`config.mk`:
```
export PLATFORM = sky130hd
export DESIGN_NAME = mem_io_ctrl
export DESIGN_NICKNAME = d
export VERILOG_FILES = /design/src/rtl/mem_io_ctrl.sv
export SDC_FILE = /design/constraint.sdc
export NUM_CORES = 1
export LEC_CHECK = 0
export CORE_ASPECT_RATIO = 0.6
export CORE_MARGIN = 2
export CORE_UTILIZATION = 52
export DETAILED_ROUTE_END_ITERATION = 7
export GPL_TIMING_DRIVEN = 0
export HOLD_SLACK_MARGIN = 0.1
export PLACE_DENSITY = 0.86
export SKIP_CTS_REPAIR_TIMING = 1
export SLEW_MARGIN = 25
export SYNTH_ARGS = -nofsm -noshare
export SYNTH_HDL_FRONTEND = slang
export SYNTH_SLANG_ARGS = --single-unit
export TNS_END_PERCENT = 100
```
`constraint.sdc`:
```
create_clock -name clk -period 2.57 [get_ports clk]
set_clock_uncertainty 0.2 [all_clocks]
set_input_delay 0.3855 -clock clk [delete_from_list [all_inputs] [get_ports clk]]
set_output_delay 0.3855 -clock clk [all_outputs]
set_load 0.02 [all_outputs]
```
`src/rtl/mem_io_ctrl.sv`:
```
// Memory-mapped display/switch peripheral: hex digit register with blanking,
// debounced switch vector, and a sticky change flag driving a level interrupt.
module mem_io_ctrl #(
    parameter int                DATA_W       = 16,
    parameter int                ADDR_W       = 16,
    parameter int                NUM_DIGITS   = 4,
    parameter int                NUM_SW       = 8,
    parameter logic [ADDR_W-1:0] BASE_ADDR    = 16'hFF00,
    parameter int                DEBOUNCE_CYC = 4
) (
    input  logic                    clk,
    input  logic                    reset,
    input  logic [ADDR_W-1:0]       address,
    input  logic [DATA_W-1:0]       data_in,
    input  logic                    wren,
    input  logic                    rden,
    output logic [DATA_W-1:0]       q,
    output logic                    q_valid,
    input  logic [NUM_SW-1:0]       switches,
    output logic [7*NUM_DIGITS-1:0] seg,
    output logic                    sw_irq
);

    localparam int DISP_W = 4 * NUM_DIGITS;
    localparam int SEG_W  = 7 * NUM_DIGITS;
    localparam int CNT_W  = (DEBOUNCE_CYC > 1) ? $clog2(DEBOUNCE_CYC) : 1;

    typedef enum logic [1:0] {
        ST_IDLE,
        ST_COUNT,
        ST_ACCEPT
    } dbc_state_e;

    logic              hit;
    logic              wr;
    logic              rd;
    logic [1:0]        off;
    logic [DATA_W-1:0] rdata;

    logic [DISP_W-1:0] disp_q, disp_d;
    logic              en_q, en_d;
    logic              lzb_q, lzb_d;
    logic              chg_q, chg_d;
    logic [DATA_W-1:0] q_q, q_d;
    logic              qv_q, qv_d;
    logic [SEG_W-1:0]  seg_q, seg_d;

    logic [NUM_SW-1:0] sync1_q, sync2_q, prev_q;
    logic [NUM_SW-1:0] stable_q, stable_d;
    logic [CNT_W-1:0]  cnt_q, cnt_d, run_cnt;
    dbc_state_e        state_q, state_d;
    logic              accept;

    logic [3:0]        digit;
    logic              lead;

    assign hit = (address[ADDR_W-1:2] == BASE_ADDR[ADDR_W-1:2]);
    assign off = address[1:0];
    assign wr  = wren & hit;
    assign rd  = rden & hit;

    function automatic logic [6:0] hex7(input logic [3:0] v);
        case (v)
            4'h0:    hex7 = 7'b1000000;
            4'h1:    hex7 = 7'b1111001;
            4'h2:    hex7 = 7'b0100100;
            4'h3:    hex7 = 7'b0110000;
            4'h4:    hex7 = 7'b0011001;
            4'h5:    hex7 = 7'b0010010;
            4'h6:    hex7 = 7'b0000010;
            4'h7:    hex7 = 7'b1111000;
            4'h8:    hex7 = 7'b0000000;
            4'h9:    hex7 = 7'b0010000;
            4'hA:    hex7 = 7'b0001000;
            4'hB:    hex7 = 7'b0000011;
            4'hC:    hex7 = 7'b1000110;
            4'hD:    hex7 = 7'b0100001;
            4'hE:    hex7 = 7'b0000110;
            default: hex7 = 7'b0001110;
        endcase
    endfunction

    always_comb begin
        rdata = '0;
        case (off)
            2'd0: rdata[DISP_W-1:0] = disp_q;
            2'd1: begin
                rdata[0] = en_q;
                rdata[1] = lzb_q;
            end
            2'd2:    rdata[NUM_SW-1:0] = stable_q;
            default: rdata[0] = chg_q;
        endcase
    end

    // The hold count only carries over while sync is unchanged inside COUNT;
    // any other cycle starts a fresh run at zero.
    always_comb begin
        state_d  = state_q;
        cnt_d    = cnt_q;
        stable_d = stable_q;
        accept   = 1'b0;
        run_cnt  = '0;
        if (state_q == ST_COUNT && sync2_q == prev_q) begin
            run_cnt = cnt_q;
        end
        if (sync2_q == stable_q) begin
            state_d = ST_IDLE;
            cnt_d   = '0;
        end else if (run_cnt == CNT_W'(DEBOUNCE_CYC - 1)) begin
            state_d  = ST_ACCEPT;
            cnt_d    = '0;
            stable_d = sync2_q;
            accept   = 1'b1;
        end else begin
            state_d = ST_COUNT;
            cnt_d   = run_cnt + 1'b1;
        end
    end

    always_comb begin
        disp_d = disp_q;
        en_d   = en_q;
        lzb_d  = lzb_q;
        chg_d  = chg_q;
        if (wr) begin
            case (off)
                2'd0: disp_d = data_in[DISP_W-1:0];
                2'd1: begin
                    en_d  = data_in[0];
                    lzb_d = data_in[1];
                end
                2'd3: if (data_in[0]) chg_d = 1'b0;
                default: ;
            endcase
        end
        if (accept) begin
            chg_d = 1'b1;
        end
        q_d  = rd ? rdata : q_q;
        qv_d = rd;
    end

    // Blanking walks from the top digit and stops at the first nonzero one.
    always_comb begin
        seg_d = '1;
        lead  = lzb_q;
        digit = '0;
        for (int k = NUM_DIGITS - 1; k >= 0; k--) begin
            digit = disp_q[4*k +: 4];
            if (lead && k != 0 && digit == 4'd0) begin
                seg_d[7*k +: 7] = 7'b1111111;
            end else begin
                lead            = 1'b0;
                seg_d[7*k +: 7] = hex7(digit);
            end
        end
        if (!en_q) begin
            seg_d = '1;
        end
    end

    always_ff @(posedge clk or negedge reset) begin
        if (!reset) begin
            disp_q   <= '0;
            en_q     <= 1'b1;
            lzb_q    <= 1'b0;
            chg_q    <= 1'b0;
            q_q      <= '0;
            qv_q     <= 1'b0;
            seg_q    <= {NUM_DIGITS{7'b1000000}};
            sync1_q  <= '0;
            sync2_q  <= '0;
            prev_q   <= '0;
            stable_q <= '0;
            cnt_q    <= '0;
            state_q  <= ST_IDLE;
        end else begin
            disp_q   <= disp_d;
            en_q     <= en_d;
            lzb_q    <= lzb_d;
            chg_q    <= chg_d;
            q_q      <= q_d;
            qv_q     <= qv_d;
            seg_q    <= seg_d;
            sync1_q  <= switches;
            sync2_q  <= sync1_q;
            prev_q   <= sync2_q;
            stable_q <= stable_d;
            cnt_q    <= cnt_d;
            state_q  <= state_d;
        end
    end

    assign q       = q_q;
    assign q_valid = qv_q;
    assign seg     = seg_q;
    assign sw_irq  = chg_q;

endmodule

```
==> results by group, run 1 <==
Final layout
  • Layout cell share with drive strength beyond 1: roughly 14%
  • # nets final: between 500 and 600
  • Area growth syn-to-layout: 29.3%
  • Fin util: 69.8%
  • Ant diodes: 0
  • Filler instances: a little under 600

Floorplan
  • Die Y: 77.1 microns
  • Die area: 0.00971 sq mm
  • Initial core utilization: 54.0%
  • Die width: 126 microns
  • Placement Rows: 26
  • Io pins: 90
  • Core ar.: around 0.0086 sq mm

Routing
  • Residual DRC: 0
  • Met2 WL: around 4.6 mm
  • Vias per cell: 5.35
  • DR top layer: met4
  • WL met1: between 4 and 5 mm
  • Initial drt markers: 260
  • Met3 WL post-DR: ~520 microns
  • Final ANT Viol Nets: 0
  • WL/cell: between 15 and 20 microns
  • DRT Pass-1 Iters: 5
  • Via Count: 3,229
  • Routed wire length: ~9.5 mm

Global route
  • Number of global-route vias before repair: ~3,100
  • Total track usage: between 20% and 30%
  • Global-route wire length before repair: 15.3 mm
  • Antenna violations before repair: 0
  • Largest net degree at the start of global routing: around 80
  • Global route total overflow: 0

Setup path
  • CP endpoint kind: flop
  • Slowest cell delay on critical path: 0.57 ns
  • WS Path Type: in -> reg
  • CP required: between 2 and 3 ns
  • Critical path's slowest cell: or4_4
  • Crit start category: input pin
  • Crit-path cells: clkdlybuf4s50_1 > or4_4 > nor4_4 > buf_4 > mux2_2
  • Critical Path Fanout Max: 10
  • Critical Path AT: between 2 and 2.5 ns

Power and ir drop
  • Leakage: roughly 0.0025 uW
  • Final Power: between 3000 and 4000 uW
  • Worst vdd ir: 0.385 mV
  • PD cells: roughly 500 mW/mm^2

Synthesis
  • Ys flop type: dfrtp_1
  • Mean Syn Cell Area: around 12 sq um
  • Mapped Area: between 0.004 and 0.005 sq mm
  • Post-Syn Instances: between 300 and 400
  • Synth unique cells: 46
  • Share of flip-flops with an asynchronous set or reset: 100%
  • Ys Warns: 0
  • Post-synth EDFFs: 0
  • Yosys reg bits: 100
  • Syn Nets: between 400 and 500
  • Seq/Total Area, Yosys: a little over half

Clock network
  • Clk slew on worst S/H paths: roughly 0.060 ns
  • Max Root-Sink Buffers: 2
  • TritonCTS clock tree: done
  • Clk Latency, worst-skew pair: ~0.35 ns
  • H-tree lvl count: 3
  • CTS Sinks: 100
  • Clock Tree Root: clkbuf_16
  • Inserted Clock Buffers: 9

Worst hold path
  • Hold Path Class: reg -> reg

STA
  • Setup violators final: 0
  • Setup TNS: 0 ns
  • Max frequency: 407 MHz
  • Final Cycle Share: 95.6%
  • RSZ-0062 raised after global routing: no
  • Pins Over Slew Limit: 0
  • Post-layout min period: approximately 2.5 ns
  • Rel. slew slack: about three fifths
  • Hold slack: 0.147 ns
  • Worst-Margin Slew: around 0.60 ns
  • Final Hold Fails: 0

Place
  • Port bufs: 89
  • Placer Congestion: 0.904
  • Final HPWL from detailed placement: a little under 7 mm

Job
  • Max Cap Viol: 0

Status
  • Outcome: finished clean
-- worst paths after layout --
path / start / end / slack, ns / cells after the start
setup reg to reg: disp_q[12]$_DFFE_PN0P_ / seg[13]$_DFF_PN1_ / 0.26 / 6
max in group asynchronous: reset / seg[27]$_DFF_PN1_ / 1.27 / 3
min in group asynchronous: reset / seg[8]$_DFF_PN0_ / 0.25 / 2
hold reg to reg: sync1_q[0]$_DFF_PN0_ / sync2_q[0]$_DFF_PN0_ / 0.15 / 0
hold / removal: sync1_q[0]$_DFF_PN0_ / sync2_q[0]$_DFF_PN0_ / 0.15 / 0
setup / recovery: address[3] / q[5]$_DFFE_PN0P_ / 0.11 / 5
-- placed cells by master (no fill, tap or decap), types with 8 or more instances in the layout --
cell,n
a21oi_1,8
clkbuf_1,17
clkbuf_16,9
clkdlybuf4s50_1,88
dfrtp_1,95
ha_1,23
inv_1,20
mux2_2,26
mux2_4,10
mux2i_1,10
nand2_1,26
nand3_1,16
nor2_1,11
o211ai_1,22
o21a_1,8
o21ai_0,16
xnor2_1,16
-- worst max-delay path, delay by kind of cell --
kind,cells,cell delay (ns)
muxes,1,0.36
and+or+nand+nor,2,1.05
buffers and inverters,2,0.69
-- metal layers --
| layer | vias up | GRT usage (%) |
|---|---|---|
| li1 | 1541 | - |
| met1 | 1573 | 26.1 |
| met2 | 97 | 32.6 |
| met3 | 18 | 6.00 |
| met4 | 0 | 8.24 |
| met5 | - | 0 |
-- final cells by class --
class | instances | area, sq um | area share [%]
timing repair buffer | 91 | 930 | 15.5
inverter | 20 | 75.1 | 1.25
sequential | 100 | 2510 | 41.8
tap | 112 | 140 | 2.34
clock inverter | 5 | 55.1 | 0.918
buffer | 22 | 95.1 | 1.59
multi-input combinational | 244 | 1970 | 32.8
clock buffer | 9 | 225 | 3.76
-- report_power, final --
part	total (uW)	internal (uW)	switching [uW]
sequential	1610	1590	14.1
combinational	148	85.1	63.4
clock	1290	739	549
total	3040	2420	626
-- through the flow --
stage          cell area, sq um  instances  worst slack, ns
6_report                   5990        603            0.114
2_1_floorplan              4630        386            0.374
5_1_grt                    5990        603           0.0479
3_3_place_gp               5670        587            -2.49
3_5_place_dp               5690        588           -0.251
4_1_cts                    5970        602            0.119
-- logic make-up after synthesis --
kind of cell,count (synthesis),share of synthesized area (%)
buf+inv,42,3.67
fa+ha+maj,23,6.21
flops,100,54.1
mux,47,12.2
xor+xnor,17,3.21
compound gates,67,9.53
simple gates,90,11.0
-- registers in the layout, indices dropped and copies added (netlist names), 8 cells and up --
name / flops
q: 16
sync1_q: 8
prev_q: 8
sync2_q: 8
stable_q: 8
seg: 28
disp_q: 16
-- synthesized netlist by cell type, types with 2 or more instances --
master / count / share of area, %
or3_1: 2 / 0.27
ha_1: 23 / 6.2
mux2i_1: 10 / 2.2
mux2_2: 26 / 6.3
or2_2: 2 / 0.27
o211ai_1: 22 / 3.6
nand2b_1: 7 / 0.94
and2_1: 2 / 0.27
nor2_1: 11 / 0.89
nand4_1: 5 / 0.67
xnor2_1: 16 / 3.0
a21oi_1: 8 / 0.86
inv_1: 20 / 1.6
o21a_1: 8 / 1.3
nand4b_1: 2 / 0.38
nor4_4: 2 / 0.92
nand3b_1: 5 / 0.81
o21ai_0: 16 / 1.7
nor2b_1: 3 / 0.41
nand2_1: 26 / 2.1
o221ai_1: 3 / 0.57
mux2_4: 10 / 3.2
buf_1: 2 / 0.16
dfrtp_1: 95 / 51
a31oi_1: 4 / 0.54
clkbuf_1: 17 / 1.4
nand3_1: 16 / 1.7
dfstp_2: 5 / 2.8
Note: power is estimated with default switching activity, not from simulation.
==> run 2, diff against run 1 <==
--- a/config.mk
+++ b/config.mk
@@ -13,7 +13,7 @@
 export HOLD_SLACK_MARGIN = 0.1
 export PLACE_DENSITY = 0.86
 export SKIP_CTS_REPAIR_TIMING = 1
-export SLEW_MARGIN = 25
+export SLEW_MARGIN = 20
 export SYNTH_ARGS = -nofsm -noshare
 export SYNTH_HDL_FRONTEND = slang
 export SYNTH_SLANG_ARGS = --single-unit
==> constraint.sdc (replaced) <==
create_clock -name clk -period 2.3 [get_ports clk]
set_clock_uncertainty 0.2 [all_clocks]
set_input_delay 0.345 -clock clk [delete_from_list [all_inputs] [get_ports clk]]
set_output_delay 0.345 -clock clk [all_outputs]
set_load 0.02 [all_outputs]
==> run 2 against run 1 <==
  * Utilization increased by 1.2 points
  * Flip-flop and latch count unchanged
  * Critical endpoint is now q[7]$_DFFE_PN0P_
  * First-iteration DRC count increased by 8.5%
  * Die area unchanged
  * Sequential power increased by 12%
  * Global-route usage increased by 0.45 points
==> results by group, run 2 (same netlist as run 1, synthesis figures left out) <==
Setup path
  • WS Path Type: in -> reg
  • Crit start category: input pin
  • CP required: between 2 and 2.5 ns
  • Critical Path Fanout Max: 10
  • CP endpoint kind: flop
  • Critical Path AT: between 2 and 2.5 ns

Final layout
  • # nets final: approximately 560
  • Area growth syn-to-layout: 31.5%
  • Fin util: 71.0%
  • Most frequent cells in the layout: dfrtp_1 (95), clkdlybuf4s50_1 (88), nand2_1 (26), mux2_2 (26)
  • Max reg flops: 28
  • Most common cell after layout, fill and taps aside: dfrtp_1
  • Layout cell share with drive strength beyond 1: about 16%
  • Finished Layout Cells: between 600 and 700
  • Ant diodes: 0

Power and ir drop
  • Clock share of power: 45.8%
  • Switching Share: 19.4%
  • Flop pwr share: around 50%
  • Leakage: about 0.0025 uW
  • Combinational fraction of design power: under 10%
  • Internal: between 2000 and 3000 uW
  • Worst vdd ir: approximately 0.4 mV
  • P_sw: approximately 700 uW
  • PD cells: roughly 600 mW/mm^2
  • Final Power: around 3600 uW

Routing
  • Routed wire length: between 9 and 10 mm
  • Via Count: ~3,300
  • WL/cell: ~16 microns
  • DRT Pass-1 Iters: 4
  • Initial drt markers: roughly 280
  • Vias per cell: ~5.4
  • Residual DRC: 0
  • Final ANT Viol Nets: 0

STA
  • Rel. slew slack: 61.5%
  • Max frequency: roughly 440 MHz
  • Final Cycle Share: 98.0%
  • Pins Over Slew Limit: 0
  • Worst-Margin Slew: just under 0.6 ns
  • Final Hold Fails: 0
  • Post-layout min period: 2.26 ns
  • Hold slack: around 0.15 ns
  • Setup violators final: 0

Clock network
  • Max Root-Sink Buffers: 2
  • Clk Latency, worst-skew pair: approximately 0.35 ns
  • CTS Sinks: 100
  • Inserted Clock Buffers: 9
  • H-tree lvl count: 3
  • Clk slew on worst S/H paths: approximately 0.06 ns
  • TritonCTS clock tree: done
  • Clock Tree Root: clkbuf_16

Floorplan
  • Die Y: about 77 microns
  • Placement Rows: 26
  • Io pins: 90
  • Initial core utilization: a little over half
  • Die width: between 100 and 150 microns
  • Die area: a little under 0.01 sq mm
  • Core ar.: between 0.008 and 0.009 sq mm

Worst hold path
  • Hold Path Class: reg -> reg

Global route
  • Total track usage: approximately a fifth
  • Global-route wire length before repair: about 16 mm
  • Largest net degree at the start of global routing: 83
  • Global route total overflow: 0
  • Antenna violations before repair: 0
  • Number of global-route vias before repair: 3,245

Place
  • Final HPWL from detailed placement: 6.90 mm
  • Port bufs: 89
  • Placer Congestion: approximately 0.90
  • # placed instances: 588

Status
  • Outcome: finished clean

Job
  • Max Cap Viol: 0
## run 2: layout make-up
cell class / count / area, sq um
flip-flops and latches: 100 / 2510
fillers: 597 / 2490
multi-input cells: 244 / 1990
repair buffers: 95 / 960
clock buffers: 9 / 225
well taps: 112 / 140
clock inverters: 5 / 103
plain buffers: 22 / 95.1
inverters: 20 / 75.1
## run 2: power groups by stage
stage | sequential (uW) | combinational (uW) | clock (uW)
3_3_place_gp | 1830 | 157 | 0
4_1_cts | 1800 | 167 | 1690
6_report | 1800 | 167 | 1660
5_1_grt | 1800 | 182 | 1760
2_1_floorplan | 1830 | 40.8 | 0
3_5_place_dp | 1830 | 167 | 0
## run 2: worst max-delay path, cell delays in order
cell and delay, ns:
clkdlybuf4s50_1 0.41, or4_4 0.57, nor4_4 0.34, buf_4 0.27, mux2_2 0.35
## run 2: final timing paths
check	start	end	slack [ns]	cells after the start
setup / recovery	address[3]	q[7]$_DFFE_PN0P_	0.04	5
hold / removal	sync1_q[0]$_DFF_PN0_	sync2_q[0]$_DFF_PN0_	0.15	0
setup reg to reg	disp_q[12]$_DFFE_PN0P_	seg[13]$_DFF_PN1_	0.12	6
hold reg to reg	sync1_q[0]$_DFF_PN0_	sync2_q[0]$_DFF_PN0_	0.15	0
max in group asynchronous	reset	seg[27]$_DFF_PN1_	1.03	3
min in group asynchronous	reset	seg[8]$_DFF_PN0_	0.20	2
## run 2: per-layer routing
layer  global-route usage, %  part of all wire [%]  wire length (microns)  up-vias
met3                    5.79                   5.3                    528       20
met1                    26.4                    44                   4320     1618
met5                       0                     0                      0        -
li1                        -                     -                      -     1551
met2                    34.5                    49                   4870      119
met4                    7.14                   1.6                    161        0
## run 2: metrics by stage
stage               setup TNS, ns  worst slack, ns  area (sq um)
floorplan                       0            0.145          4630
global placement          -276.11            -2.72          5670
detailed placement         -12.20           -0.495          5690
CTS                         -2.64           -0.173          6020
global route              -0.0130          -0.0130          6090
finish                          0           0.0449          6090
==> variant 1: new RTL, config.mk and constraints of run 1 <==
Put one more register stage on the output `seg`, with the module's reset. The value now appears one clock later. The other outputs are not delayed to match.
--- a/src/rtl/mem_io_ctrl.sv
+++ b/src/rtl/mem_io_ctrl.sv
@@ -194,7 +194,13 @@
 
     assign q       = q_q;
     assign q_valid = qv_q;
-    assign seg     = seg_q;
+    always_ff @(posedge clk or negedge reset) begin
+        if (!reset) begin
+            seg <= '0;
+        end else begin
+            seg <= seg_q;
+        end
+    end
     assign sw_irq  = chg_q;
 
 endmodule
Check against the original RTL: not equivalent (a bounded check fails within 4 cycles, from zero or initial values and one cycle with reset low).
==> variant 1 against run 1 <==
Global-route usage grew 0.95 points. Cell area increased by 18%. Utilization grew 1.6 points. Area after synthesis rose by 15%. Critical path depth stayed put. Total power is 60% higher. Worst setup slack better by 0.048 ns. Routed wire length grew 14%. Sequential cell count rose by 28. Critical endpoint is now q[6].
==> variant 1: results (changes against run 1) <==
status:
  outcome: "completed"  # unchanged
yosys:
  synthTopCellsByArea: "dfrtp_1 58%, mux2_2 5.5%, ha_1 5.4%"  # was dfrtp_1 51%, mux2_2 6.3%, ha_1 6.2%
  yosysWarnings: 0  # unchanged
  synth_nets: 477  # was 453
  netlist_top_cells_count: "123 x dfrtp_1, 26 x mux2_2, 24 x nand2_1"  # was 95 x dfrtp_1, 26 x mux2_2, 26 x nand2_1
  yosysUniqueCellTypes: 46  # unchanged
  async_reset_ff_frac: 1.00  # unchanged
  seq_area_frac_synth: 0.604  # was 0.541
clocking:
  clk_pin_slew_ns: 0.05
  clk_latency_ns: 0.41  # was 0.35 ns
  htreeDepth: 4  # was 3
  cts_buffers: 17  # was 9
  clockBufferDepth: 2  # unchanged
  cts_root_buf: "clkbuf_16"  # unchanged
timing:
  slew-limit-headroom: 0.453  # was 0.596
  timing.final.crit_share: 0.937  # was 0.956
  whs_ns: 0.146  # was 0.147 ns
final_layout:
  antenna_cells: 0  # unchanged
  largest_registers: "seg: 28 flops, seg_q: 28 flops"
  drive_gt1_frac: 0.161  # was 0.145
  nNetsFinal: 587  # was 555
  nFillCells: 637  # was 597
global_route:
  antenna_found_initial: 0  # unchanged
  grtUsageMet2: 0.336  # was 0.326
  grt_pass1_wl_um: 17500  # was 15300 um
  grt_max_degree: 77  # was 81
  grt_use_total: 0.213  # was 0.203
  grt_pass1_vias: 3457  # was 3143
  grtUsageMet1: 0.279  # was 0.261
  grt_use_met3: 0.0586  # was 0.0600
power:
  p_leak_nw: 2.92  # was 2.49 nW
  peakVddDrop_mv: 0.491  # was 0.385 mV
hold_path:
  min-delay-start: "seg_q[19]"  # was sync1_q[0]
  whs_path_depth: 0  # unchanged
  hold_class: "reg2reg"  # unchanged
  hold_end: "seg[19]"  # was sync2_q[0]
setup_path:
  r2r_end: "stable_q[3]"  # was seg[13]
  timing.rr.start: "sync2_q[3]"  # was disp_q[12]
  crit_path_max_fanout: 10  # unchanged
  r2r_slack_ns: 0.25
  worst-r2r-cell-count: 7  # was 6
  crit_arrival_ns: 2.50
detailed_routing:
  post_drt_wl_per_cell_um: 16.2  # was 15.8 um
  dr.pass1.iters: 4  # was 5
  post_drt_via_cell_ratio: 5.20  # was 5.35
  drc: 0  # unchanged
  first_iter_violations: 193  # was 260
placed_design:
  gp_congestion: 0.881  # was 0.904
  place_area_sq_um: 6400  # was 5690 sq um
  io_buffer_count: 89  # unchanged
  dp_slack_ns: -0.275  # was -0.251 ns
  place.detailed.hpwl_um: 7440  # was 6920 um
-- variant 1: how the worst max path moves through the flow --
stage / startpoint / endpoint / cells past startpoint
floorplan: address[3] / disp_q[0] / 5
global placement: reset / sync1_q[6] / 1
detailed placement: address[3] / q[5] / 5
CTS: address[3] / q[5] / 5
global route: sync2_q[3] / stable_q[7] / 7
finish: address[3] / q[6] / 5
-- variant 1: stage by stage --
step           power [mW]  cells  setup TNS, ns
2_1_floorplan        2.12    410              0
3_3_place_gp         2.24    634        -458.19
3_5_place_dp         2.25    635          -4.18
4_1_cts              4.91    667              0
5_1_grt              5.03    668              0
6_report             4.87    668              0
-- variant 1: cell families after synthesis --
kind of cell             Yosys count  synth area share
flip-flops                       128             0.604
AO/OA/AOI/OAI                     65            0.0845
adder cells (fa/ha/maj)           23            0.0541
buffers and inverters             41            0.0313
multiplexers                      45             0.103
AND/OR/NAND/NOR                   91            0.0958
XOR/XNOR                          17            0.0280
-- variant 1: per-layer routing --
metal	vias to the layer above	part of all wire
met4	0	0.016
met1	1685	0.45
met2	117	0.48
met5	-	0
met3	19	0.054
li1	1654	-
-- variant 1: final cells by class --
cell class                      instances  area (sq um)  share of cell area
Sequential cell                       128          3210               0.454
Clock inverter                         13           208              0.0294
Clock buffer                           19           453              0.0640
Inverter                               21          78.8              0.0111
Multi-Input combinational cell        241          1940               0.274
Timing Repair Buffer                   91           930               0.131
Tap cell                              135           169              0.0239
Buffer                                 20          87.6              0.0124
-- variant 1: critical path: stages --
cell,delay (ns)
clkdlybuf4s50_1,0.40
or4_4,0.57
nor4_4,0.51
buf_4,0.29
mux2_2,0.35
-- variant 1: power breakdown --
part | internal (mW) | switching, mW
Sequential | 2.04 | 0.0146
Clock | 1.78 | 0.884
Combinational | 0.0850 | 0.0721
Total | 3.90 | 0.971
==> variant 2: new RTL, flow settings as in run 1 <==
Made on the original files. Set the parameter `DEBOUNCE_CYC` to 16 (it was 4).
--- a/src/rtl/mem_io_ctrl.sv
+++ b/src/rtl/mem_io_ctrl.sv
@@ -6,7 +6,7 @@
     parameter int                NUM_DIGITS   = 4,
     parameter int                NUM_SW       = 8,
     parameter logic [ADDR_W-1:0] BASE_ADDR    = 16'hFF00,
-    parameter int                DEBOUNCE_CYC = 4
+    parameter int                DEBOUNCE_CYC = 16
 ) (
     input  logic                    clk,
     input  logic                    reset,
Check against the original RTL: not equivalent (Yosys sat finds a counterexample within 10 cycles, from zero or initial values and one cycle with reset low).
==> variant 2 against run 1 <==
Clock power up 5%. Maximum frequency down 2.6%. Cell area up 3.9%. Sequential cell count up 2. Utilization up 2.2 points. Final cell count up 5.3%. Total power up 3.5%. Routed wire length up 16%. Combinational power up 3%. Area after synthesis up 1.9%. Worst setup slack worse by 0.066 ns. Synthesized cell count up 5.4%.
==> variant 2: results (changes against run 1) <==
yosys:
  seq_area_frac_synth: 0.542  # was 0.541
  yosysWarnings: 0  # unchanged
  yosysUniqueCellTypes: 45  # was 46
  synthCells: 407  # was 386
  synth_fa_ha_area_frac: 0.0636  # was 0.0621
  netlist_top_cells_count: "97 x dfrtp_1, 48 x nand2_1, 24 x ha_1"  # was 95 x dfrtp_1, 26 x mux2_2, 26 x nand2_1
  synthTopCellsByArea: "dfrtp_1 51%, ha_1 6.4%, mux2_2 4.5%"  # was dfrtp_1 51%, mux2_2 6.3%, ha_1 6.2%
  synth_mux_area_frac: 0.101  # was 0.122
  synth-xor-area-share: 0.0315  # was 0.0321
setup_path:
  critPathCapture: "stable_q[6]"  # was q[5]
  worst-r2r-cell-count: 9  # was 6
  crit_arrival_ns: 2.55  # was 2.49 ns
  startpoint_type: "flop"  # was primary input
  slowest_stage: "dfrtp_1"  # was or4_4
  timing.rr.start: "sync2_q[1]"  # was disp_q[12]
  cp_top_family: "simple AND/OR/NAND/NOR gates"  # unchanged
  slowest_delay_ns: 0.41  # was 0.57 ns
  crit_path_max_fanout: 6  # was 10
floorplanning:
  dieArea_sq_um: 9880  # was 9710 sq um
power:
  power_density_nw_per_um2: 506  # was 508 nW/um^2
  peakVddDrop_mv: 0.382  # was 0.385 mV
  p_leak_nw: 2.61  # was 2.49 nW
global_route:
  grt_pass1_vias: 3407  # was 3143
  grt_use_total: 0.225  # was 0.203
  grt_max_degree: 59  # was 81
  grt_pass1_wl_um: 17100  # was 15300 um
final_layout:
  nNetsFinal: 586  # was 555
  drive_gt1_frac: 0.155  # was 0.145
  multi_input_area_share: 0.335  # was 0.328
  nNonClkBuffers: 124  # was 113
  area_share_nonclk_buffers: 0.177  # was 0.171
  n_all_inverters: 11  # was 20
  nClkBuffers: 12  # was 9
  clock_area_frac: 0.0484  # was 0.0468
  fin_cells: 635  # was 603
  num-multi-input-gates: 270  # was 244
  antenna_cells: 0  # unchanged
timing:
  slew-limit-headroom: 0.513  # was 0.596
  whs_ns: 0.146  # was 0.147 ns
  timing.final.crit_share: 0.982  # was 0.956
placed_design:
  dp.cells: 609  # was 588
  place_area_sq_um: 5780  # was 5690 sq um
  place.detailed.hpwl_um: 7860  # was 6920 um
  dp_slack_ns: -0.301  # was -0.251 ns
  gp_congestion: 0.915  # was 0.904
status:
  outcome: "completed"  # unchanged
clocking:
  clockBufferDepth: 2  # unchanged
  htreeDepth: 3  # unchanged
detailed_routing:
  dr.pass1.iters: 4  # was 5
  post_drt_wl_per_cell_um: 17.3  # was 15.8 um
  first_iter_violations: 238  # was 260
hold_path:
  hold_end: "sync2_q[7]"  # was sync2_q[0]
==> variant 2: changes by cell type after synthesis, moves of 6 or more <==
cell,run 1,this run
inv_1,20,11
xor2_1,1,17
o31ai_1,0,6
xnor2_1,16,0
nand2_1,26,48
mux2_2,26,19
==> variant 2: routing by layer <==
| metal | track usage | up-vias | part of all wire |
|---|---|---|---|
| li1 | - | 1641 | - |
| met1 | 0.316 | 1723 | 0.45 |
| met2 | 0.339 | 124 | 0.45 |
| met3 | 0.0621 | 18 | 0.075 |
| met4 | 0.0802 | 0 | 0.020 |
| met5 | 0 | - | 0 |
==> variant 2: report_power, final <==
part | switching (mW) | total [mW] | internal (mW)
combinational | 0.0683 | 0.152 | 0.0842
clock | 0.558 | 1.36 | 0.803
sequential | 0.0134 | 1.64 | 1.63
total | 0.639 | 3.15 | 2.51
